## src/rtl/scrambler_par.sv

```systemverilog
// Additive LFSR scrambler/descrambler, DATA_W bits per beat; header beats bypass the keystream.
// Latency: 1 clk from input to output on every beat.
// Backpressure: none; the output never stalls. Optional `SCR_STATS_EN adds frame statistics outputs.
module scrambler_par #(
    parameter int                DATA_W  = 1,
    parameter int                LFSR_W  = 8,
    parameter logic [LFSR_W-1:0] TAPS    = 8'h95,
    parameter logic [LFSR_W-1:0] SEED    = 8'hAA,
    parameter logic [7:0]        HDR_LEN = 8'd7
) (
    input  logic              clk,
    input  logic              rst,
    input  logic              cfg_en,
    input  logic [7:0]        cfg_hdr_len,
    input  logic              i_valid,
    input  logic              i_last,
    input  logic [DATA_W-1:0] i_data,
    output logic              o_valid,
    output logic              o_last,
    output logic [DATA_W-1:0] o_data
`ifdef SCR_STATS_EN
    ,
    output logic [15:0]       o_frame_cnt,
    output logic              o_short_frame
`endif
);

    typedef enum logic [1:0] {
        IDLE = 2'd0,
        HDR  = 2'd1,
        DATA = 2'd2
    } state_t;

    state_t              state;
    logic [7:0]          beat_cnt;
    logic [7:0]          hdr_len_q;
    logic [LFSR_W-1:0]   lfsr;

    logic [DATA_W-1:0]   keystream;
    logic [LFSR_W-1:0]   lfsr_adv;
    logic [7:0]          beat_cnt_inc;
    logic                payload_beat;
    logic                frame_end;

    // Unroll DATA_W LFSR steps: bit i of the keystream pairs with data bit i (earliest first).
    always_comb begin : ks_gen
        logic [LFSR_W-1:0] s;
        s         = lfsr;
        keystream = '0;
        for (int i = 0; i < DATA_W; i++) begin
            keystream[i] = s[LFSR_W-1];
            s            = {s[LFSR_W-2:0], ^(s & TAPS)};
        end
        lfsr_adv = s;
    end

    // beat_cnt saturates so very long frames never alias back into the header.
    assign beat_cnt_inc = (beat_cnt == 8'hFF) ? beat_cnt : beat_cnt + 8'd1;

    // A zero-length header makes the very first beat (still seen in IDLE) a payload beat.
    assign payload_beat = i_valid &&
                          ((state == DATA) || ((state == IDLE) && (hdr_len_q == 8'd0)));

    assign frame_end = i_valid & i_last;

    // Frame tracking FSM, LFSR and registered datapath.
    always_ff @(posedge clk or negedge rst) begin
        if (!rst) begin
            state     <= IDLE;
            beat_cnt  <= 8'd0;
            hdr_len_q <= HDR_LEN;
            lfsr      <= SEED;
            o_valid   <= 1'b0;
            o_last    <= 1'b0;
            o_data    <= '0;
        end else begin
            o_valid <= i_valid;
            o_last  <= frame_end;
            // The LFSR advances on payload beats even in bypass so cfg_en can toggle mid-frame.
            o_data  <= (payload_beat && cfg_en) ? (i_data ^ keystream) : i_data;

            if (state == IDLE) begin
                hdr_len_q <= cfg_hdr_len;
            end

            if (!i_valid || i_last) begin
                // A gap or an accepted last beat closes the frame and reseeds.
                state    <= IDLE;
                lfsr     <= SEED;
                beat_cnt <= 8'd0;
            end else begin
                case (state)
                    IDLE: begin
                        beat_cnt <= 8'd1;
                        state    <= (hdr_len_q > 8'd1) ? HDR : DATA;
                        if (payload_beat) begin
                            lfsr <= lfsr_adv;
                        end
                    end
                    HDR: begin
                        beat_cnt <= beat_cnt_inc;
                        if (beat_cnt_inc == hdr_len_q) begin
                            state <= DATA;
                        end
                    end
                    DATA: begin
                        beat_cnt <= beat_cnt_inc;
                        lfsr     <= lfsr_adv;
                    end
                    default: begin
                        state <= IDLE;
                    end
                endcase
            end
        end
    end

`ifdef SCR_STATS_EN
    logic hdr_short;

    // Frame ended before its header completed (single beat with a multi-beat header, or early in HDR).
    assign hdr_short = frame_end &&
                       (((state == IDLE) && (hdr_len_q > 8'd1)) ||
                        ((state == HDR) && (beat_cnt_inc < hdr_len_q)));

    // Frame counter and short-frame pulse, both registered alongside the data.
    always_ff @(posedge clk or negedge rst) begin
        if (!rst) begin
            o_frame_cnt   <= 16'd0;
            o_short_frame <= 1'b0;
        end else begin
            o_short_frame <= hdr_short;
            if (frame_end) begin
                o_frame_cnt <= o_frame_cnt + 16'd1;
            end
        end
    end
`endif

endmodule

```

## config.mk

```make
export PLATFORM = sky130hd
export DESIGN_NAME = scrambler_par
export DESIGN_NICKNAME = d
export VERILOG_FILES = /design/src/rtl/scrambler_par.sv
export SDC_FILE = /design/constraint.sdc
export NUM_CORES = 1
export LEC_CHECK = 0
export ABC_AREA = 0
export ABC_CLOCK_PERIOD_IN_PS = 3840
export CAP_MARGIN = 20
export CORE_ASPECT_RATIO = 0.8
export CORE_UTILIZATION = 55
export DETAILED_ROUTE_END_ITERATION = 6
export PLACE_DENSITY = 0.77
export SYNTH_ARGS = -nofsm -noshare
export SYNTH_HDL_FRONTEND = slang
export SYNTH_SLANG_ARGS = --single-unit
```

## constraint.sdc

```tcl
create_clock -name clk -period 3.84 [get_ports clk]
set_input_delay 0.384 -clock clk [delete_from_list [all_inputs] [get_ports clk]]
set_output_delay 0.384 -clock clk [all_outputs]
set_load 0.01 [all_outputs]
```

Word-level counts from Yosys, hierarchy flattened. Index checks and enable logic that the tools add are counted.

Register bits after elaboration: 29. Input port bits: 14. Word-level logic and storage cells: 43.

Muxes and demuxes: 11. Eq/ne operators: 7. Add/subtract/negate cells: 1. Bitwise operators: 2. $lt $le $gt $ge: 1. Reductions and logical operators: 14.

Operators with widths (number): $mux 8 (4); $pmux 8 s2 (2); $add 8x1->8 const B (1); $eq 8x8->1 (1); $eq 8x8->1 const B (1); $gt 8x1->1 const B (1); $logic_not 8->1 (1); $reduce_xor 8->1 (1); $mux 2 (3); $pmux 2 s3 (1); $reduce_bool 3->1 (2); $reduce_and 2->1 (2); $logic_and 1x1->1 (3); $ne 3x2->1 const B (1); $ne 3x3->1 const B (1); $eq 2x1->1 const B (1); $eq 2x2->1 const B (1); $logic_not 2->1 (1); $logic_or 1x1->1 (2); $ne 2x1->1 const B (1); $reduce_or 2->1 (1); $and 1x1->1 (1); $logic_not 1->1 (1); $mux 1 (1); $xor 1x1->1 (1).

Logic depth before layout (Yosys ltp). Gate-level depths: netlist of the first run.

Depth in word-level cells: 7. Mapped depth: 9.

Worst setup path after synthesis of the first run. Ideal clock, no wire load.

Kind: register to register. Start point: reg beat_cnt[0]. End point: reg state[1]. Data arrival time: 2.041 ns. Slack: 1.706 ns. Cell stages (with the launch flop): 9. Clock period less this slack: 2.134 ns. Path through: dfrtp_1 ha_1 buf_2 nand4_1 nor2_2 or4_1 a32oi_1 a31oi_1 a221oi_2.

Longest elaborated chain between the ends: 5. Elaborated cells between the ends (all ways): 6. Those cells by class: add/sub: 1; eq/ne: 3; mux: 1; reduce/logical: 1.

Ends and longest elaborated chain: from (decl) (RTL line 35) `logic [7:0] beat_cnt;`; from (signal assigned) (RTL line 101) `beat_cnt <= beat_cnt_inc;`; from (signal assigned) (RTL line 107) `beat_cnt <= beat_cnt_inc;`; $add 8x1->8 or $eq 8x8->1 (tied branches) (RTL line 58) `assign beat_cnt_inc = (beat_cnt == 8'hFF) ? beat_cnt : beat_cnt + 8'd1;`; $mux 8 (*) (RTL line 58); $eq 8x8->1 (*) (RTL line 102) `if (beat_cnt_inc == hdr_len_q) begin`; $ne 3x3->1 (no line) (*); $reduce_and 2->1 (no line) (*); to (signal assigned) (RTL line 95) `state <= (hdr_len_q > 8'd1) ? HDR : DATA;`; to (decl) (RTL line 34) `state_t state;`.

Mark *: on every way between the ends. The rest lies on a longest branch, timed or not. A chain may end at the register's enable or synchronous reset.

Worst setup path after layout of the first run. Ends and elaborated chain as after synthesis.

==> run_results.csv, run 1 <==
group,metric,value,unit
timing,period_share,64.3,%
pwr,p_int,592,uW
cells_and_area,area_growth,16.0,%
cells_and_area,fin_nets,209,
cells_and_area,fillers,217,
placement,place_inst,221,
logic_synthesis,synthArstFlopShare,100,%
detailed_routing,drc,0,
detailed_routing,wl_per_cell,17.1,um
global_route,antenna_found_initial,0,
critical_path,worstPathArrival,2.65,ns
floorplanning,die_w,64.5,um
pwr,powerDensity,391,nW/um^2
global_route,grt_overflow,0,
timing,setup_viol,0,
global_route,grt_max_degree,30,
placement,place_congestion,0.914,
cells_and_area,regArea,734,sq um
cts,post_cts_buffers,0,
critical_path,r2r-start,"beat_cnt[0]",
cts,ctsHoldBuffers,0,
cells_and_area,diodes,0,
detailed_routing,postRouteAntennaNets,0,
cells_and_area,mostFrequentLayoutCells,"dfrtp_1, clkdlybuf4s50_1, nand2_1",
critical_path,endpoint_kind,"flop",
cts,cts_sinks,29,
timing,tns,0,ns
global_route,grt_pass1_wl,6400,um
critical_path,reg2reg_to,"state[1]",
cells_and_area,multiInputGateArea,900,sq um
logic_synthesis,ys_ff_latch,29,
detailed_routing,wl,3910,um
outcome,status,"completed",
pwr,pwr-share-comb,13.5,%
logic_synthesis,ys_warn_count,0,
pwr,vdd_ir_drop_max,0.000313,V
detailed_routing,drt_first_pass_iters,5,
logic_synthesis,yosysUniqueCellTypes,46,
pwr,power.clock.fraction,41.8,%
cells_and_area,stdcell_area,2000,sq um
pwr,switching_share,24.1,%
run,drv_cap,0,
worst_hold_path,worstHoldPathType,"in2async",
cells_and_area,drive_gt1_share,13.6,%
timing,slew_headroom,54.5,%
logic_synthesis,syn-cell-area,1720,sq um
logic_synthesis,syn_nets,196,
cells_and_area,final_cells,229,
cts,root_buffer,"clkbuf_8",
cts,numCtsBuffers,5,
timing,period_needed,2.47,ns
timing,fmax,0.405,GHz
detailed_routing,drt_iter0_markers,121,
placement,port-buffer-count,16,
logic_synthesis,syn_inst,177,
cts,clk_latency,0.28,ns
logic_synthesis,synthFlopType,"dfrtp_1",
cts,cts_resized,0,
logic_synthesis,synth.avg_cell_area,9.72,sq um
timing,hold_viol,0,
cts,tritoncts,"done",
timing,worst_pin_slew,0.681,ns
pwr,power_leakage,0.000734,uW
floorplanning,rows,17,
critical_path,r2r_setup_slack,1.37,ns
placement,place_area,1880,sq um
cells_and_area,mostFrequentLayoutCell,"dfrtp_1",
logic_synthesis,synth.yosys.seq_area_share,42.7,%
cts,clk_pin_slew_worst_paths,0.06,ns
detailed_routing,vias_per_cell,6.38,
floorplanning,initial_core_util,59.9,%
critical_path,cp_max_fo,8,
critical_path,path_class,"reg2reg",
detailed_routing,vias,1462,
global_route,grt_use_total,26.5,%
logic_synthesis,synth_edf_count,0,
timing,fin_worst_skew,0.00308,ns
pwr,pwr-share-seq,44.7,%
timing,rsz0062_at_grt,"false",
cts,clockBufferDepth,2,
floorplanning,coreArea,2870,sq um
floorplanning,ios,17,
global_route,grt_pass1_vias,1285,
timing,final_max_slew_viol_count,0,
floorplanning,fp.dieH,52.0,um
critical_path,r2r.worst_path.cells,7,
cts,htreeDepth,2,
critical_path,required,4.02,ns
placement,detailed_place_hpwl,2810,um
critical_path,startpoint_type,"flop",
pwr,switching_power,188,uW
floorplanning,die-area,3360,sq um
## synthesized netlist by cell type, types with 2 or more instances
library cell   n  share of area [%]
inv_1          7                1.5
o211ai_1       3                1.3
dfrtp_1       22                 32
nor2b_1        2               0.73
nand2b_1       2               0.73
dfstp_2        7                 11
clkbuf_1       3               0.65
nand2_1       13                2.8
o21ai_0       10                2.9
a21oi_1       10                2.9
o32ai_1        2                1.0
nor2_1         9                2.0
buf_4          2               0.87
nand4_1        4                1.5
nand3_1        6                1.7
nor3_1         5                1.5
mux2i_1        9                5.2
a211o_1        2                1.0
o2111ai_1      2                1.0
buf_2          6                1.7
xnor2_1        7                3.6
ha_1           5                3.6
or4_1          2               0.87
mux2_2         7                4.6
or3_1          2               0.73
and4_1         2                1.0
a31oi_1        5                1.8
nor3b_1        3                1.3
## cell type report
cell class                      instances  share of cell area, %
Sequential cell                        29                   36.8
Tap cell                               38                   2.38
Clock buffer                            7                   4.33
Multi-Input combinational cell        129                   45.1
Inverter                                8                   1.50
Clock inverter                          1                   1.50
Timing Repair Buffer                   17                   8.40
## critical path: stages, from the launching register on
cell and delay (ns):
dfrtp_1 0.48, ha_1 0.36, nand4_1 0.27, nor2_2 0.35, o32ai_1 0.12, nor4_1 0.33, a31oi_1 0.19, a221oi_2 0.26
## per-layer routing
metal,up-vias,routed length (um),track usage [%]
met5,-,0,0
met4,0,67,11.9
met3,11,360,6.58
met2,86,1800,39.6
met1,686,1680,36.4
li1,679,-,-
## stage by stage
step | worst slack [ns] | util, % | hold slack, ns | total power (uW)
final | 1.37 | 69.5 | 0.476 | 781
after global routing | 1.25 | 69.5 | 0.514 | 812
after CTS | 1.44 | 69.5 | 0.496 | 785
after detailed placement | 1.46 | 65.4 | 0.487 | 458
after floorplan | 1.71 | - | 0.0884 | 414
after global placement | 1.62 | 65.4 | 0.478 | 455
## worst max path at each step
stage	from	end	slack, ns	depth (start not counted)
2_1_floorplan	beat_cnt[0]	state[1]	1.71	8
3_3_place_gp	beat_cnt[0]	state[1]	1.62	7
3_5_place_dp	beat_cnt[0]	state[1]	1.46	7
4_1_cts	beat_cnt[0]	state[1]	1.44	7
5_1_grt	beat_cnt[0]	state[1]	1.25	7
6_report	beat_cnt[0]	state[1]	1.37	7
## flip-flops by register name, indices dropped and copies added, names as in the netlist
signal     count
o_valid        1
hdr_len_q      8
o_last         1
lfsr           8
o_data         1
state          2
beat_cnt       8
## cell families after synthesis
group / count (synthesis) / synth area share [%]
mux: 16 / 9.82
compound gates: 43 / 16.7
fa+ha+maj: 5 / 3.64
flops: 29 / 42.7
xor+xnor: 8 / 4.07
simple gates: 57 / 18.0
buf+inv: 19 / 5.02
## power by group through the flow
stage | clock network (uW) | logic [uW] | registers (uW)
detailed placement | 0 | 105 | 354
finish | 326 | 105 | 349
floorplan | 0 | 68.1 | 346
global placement | 0 | 103 | 352
global route | 345 | 116 | 351
CTS | 330 | 106 | 348
Note: power is estimated with default switching activity, not from simulation.
==> run 2: changes to the inputs <==
ABC_CLOCK_PERIOD_IN_PS = 2300   (was 3840)
clock period = 2.3 ns   (was 3.84 ns; I/O delays follow)
==> run 2 against run 1 <==
Effect of this change:
- final cell count increased by 3.1%
- first-iteration DRC count increased by 39%
- cell area increased by 0.94%
- count of clock-buffer cells in the layout decreased by 1
- hold slack got worse by 0.14 ns
- clock power increased by 21%
- critical endpoint unchanged
- largest cell class unchanged
- largest power group unchanged
==> run_results.csv, run 2 (synthesized netlist as in run 1, its figures left out) <==
group,metric,value,unit
outcome,status,"completed",
cts,cts_resized,0,
global_route,grt_pass1_wl,7010,um
cts,root_buffer,"clkbuf_8",
placement,place_congestion,0.964,
placement,port-buffer-count,16,
cts,ctsHoldBuffers,0,
cells_and_area,drive_gt1_share,17.2,%
cells_and_area,area_growth,17.1,%
cells_and_area,top_regs,"beat_cnt: 8 flops, hdr_len_q: 8 flops, lfsr: 8 flops",
detailed_routing,vias_per_cell,6.34,
timing,period_share,94.0,%
critical_path,worstPathArrival,2.35,ns
floorplanning,ios,17,
floorplanning,rows,17,
timing,worst_pin_slew,0.525,ns
cts,post_cts_buffers,0,
cells_and_area,final_cells,236,
placement,place_area,1930,sq um
cells_and_area,diodes,0,
global_route,antenna_found_initial,0,
timing,fin_worst_skew,0.00533,ns
pwr,powerDensity,581,nW/um^2
detailed_routing,drt_iter0_markers,168,
detailed_routing,vias,1497,
timing,fmax,0.462,GHz
pwr,vdd_ir_drop_max,0.000384,V
detailed_routing,dr_wl_met3,365,um
cts,numCtsBuffers,5,
critical_path,required,2.49,ns
floorplanning,die-area,3360,sq um
placement,place_inst,228,
cts,clk_pin_slew_worst_paths,0.06,ns
global_route,grt_max_degree,30,
global_route,grt_pass1_vias,1382,
detailed_routing,highest_layer,"met4",
cells_and_area,stdcell_area,2010,sq um
timing,rsz0062_at_grt,"false",
timing,slew_headroom,65.0,%
timing,period_needed,2.16,ns
detailed_routing,postRouteAntennaNets,0,
floorplanning,initial_core_util,59.9,%
cells_and_area,fin_nets,216,
critical_path,endpoint_kind,"flop",
cts,clockBufferDepth,2,
cts,cts_sinks,29,
timing,setup_viol,0,
timing,hold_viol,0,
cts,htreeDepth,2,
run,drv_cap,0,
detailed_routing,wl_met1,1870,um
critical_path,path_class,"reg2reg",
floorplanning,coreArea,2870,sq um
cts,tritoncts,"done",
floorplanning,die_w,64.5,um
global_route,grt_overflow,0,
worst_hold_path,worstHoldPathType,"in2async",
placement,detailed_place_hpwl,3040,um
detailed_routing,wl_per_cell,18.1,um
cells_and_area,mostFrequentLayoutCells,"dfrtp_1, clkdlybuf4s50_1, nand2_1",
timing,tns,0,ns
detailed_routing,drc,0,
cells_and_area,mostFrequentLayoutCell,"dfrtp_1",
pwr,total_power,1170,uW
timing,final_max_slew_viol_count,0,
cts,clk_latency,0.28,ns
detailed_routing,drt_first_pass_iters,4,
critical_path,startpoint_type,"flop",
detailed_routing,wl,4260,um
detailed_routing,met2_length,1990,um
global_route,grt_use_total,28.8,%
critical_path,cp_max_fo,8,
floorplanning,fp.dieH,52.0,um
pwr,power_leakage,0.000756,uW
[run 2: cell types whose count changed in the layout (fill, tap and decap cells not counted), sizes merged]
cell    before  now
buf          1    8
clkbuf       7    6
clkinv       1    3
bufinv       1    0
[run 2: through the flow]
| step | setup slack [ns] | hold slack, ns | util, % |
|---|---|---|---|
| final | 0.137 | 0.331 | 70.2 |
| after global routing | 0.00590 | 0.382 | 70.2 |
| after CTS | 0.121 | 0.349 | 70.2 |
| after detailed placement | 0.137 | 0.509 | 67.3 |
| after global placement | 0.232 | 0.483 | 67.3 |
| after floorplan | 0.166 | -0.0656 | - |
[run 2: critical path, cell delays in order, from the launching register on]
cell and delay (ns):
dfrtp_1 0.36, ha_1 0.32, nand4_1 0.18, buf_4 0.20
or3_1 0.36, a21oi_1 0.23, a31oi_1 0.18, a221oi_2 0.24
[run 2: worst paths after layout]
check                             from           end  slack, ns  depth (start not counted)
hold / removal                     rst   beat_cnt[2]       0.33                          2
hold reg to reg                lfsr[6]       lfsr[7]       0.53                          2
setup / recovery           beat_cnt[1]      state[1]       0.14                          7
max in group asynchronous          rst  hdr_len_q[2]       1.65                          2
min in group clk               i_valid       o_valid       0.50                          1
setup reg to reg           beat_cnt[1]      state[1]       0.14                          7
[run 2: layout make-up]
class / count / area (sq um)
Timing Repair Buffer: 24 / 220
Inverter: 8 / 30.0
Sequential cell: 29 / 734
Clock inverter: 2 / 10.0
Clock buffer: 6 / 72.6
Tap cell: 38 / 47.5
Multi-Input combinational cell: 129 / 900
Fill cell: 238 / 857
[run 2: per-layer routing]
metal	track usage [%]	vias up
li1	-	689
met1	40.4	723
met2	43.3	80
met3	7.02	5
met4	10.0	0
met5	0	-
[run 2: report_power, final]
group	internal [uW]	switching, uW	leakage, uW
Combinational	99.5	97.1	0.000349
Clock	209	186	0.0000450
Sequential	545	33.3	0.000362
==> run 3: changes to the inputs <==
--- a/config.mk
+++ b/config.mk
@@ -11,4 +11,5 @@
 export CORE_ASPECT_RATIO = 0.8
 export CORE_UTILIZATION = 55
+export CTS_CLUSTER_SIZE = 28
 export DETAILED_ROUTE_END_ITERATION = 6
 export PLACE_DENSITY = 0.77
==> constraint.sdc (replaced) <==
create_clock -name clk -period 2.3 [get_ports clk]
set_input_delay 0.23 -clock clk [delete_from_list [all_inputs] [get_ports clk]]
set_output_delay 0.23 -clock clk [all_outputs]
set_load 0.05 [all_outputs]
==> results of run 3 <==
Same layout as run 2 (identical final DEF). Status: completed.
Among the figures that moved: total power 1170 uW -> 1180 uW
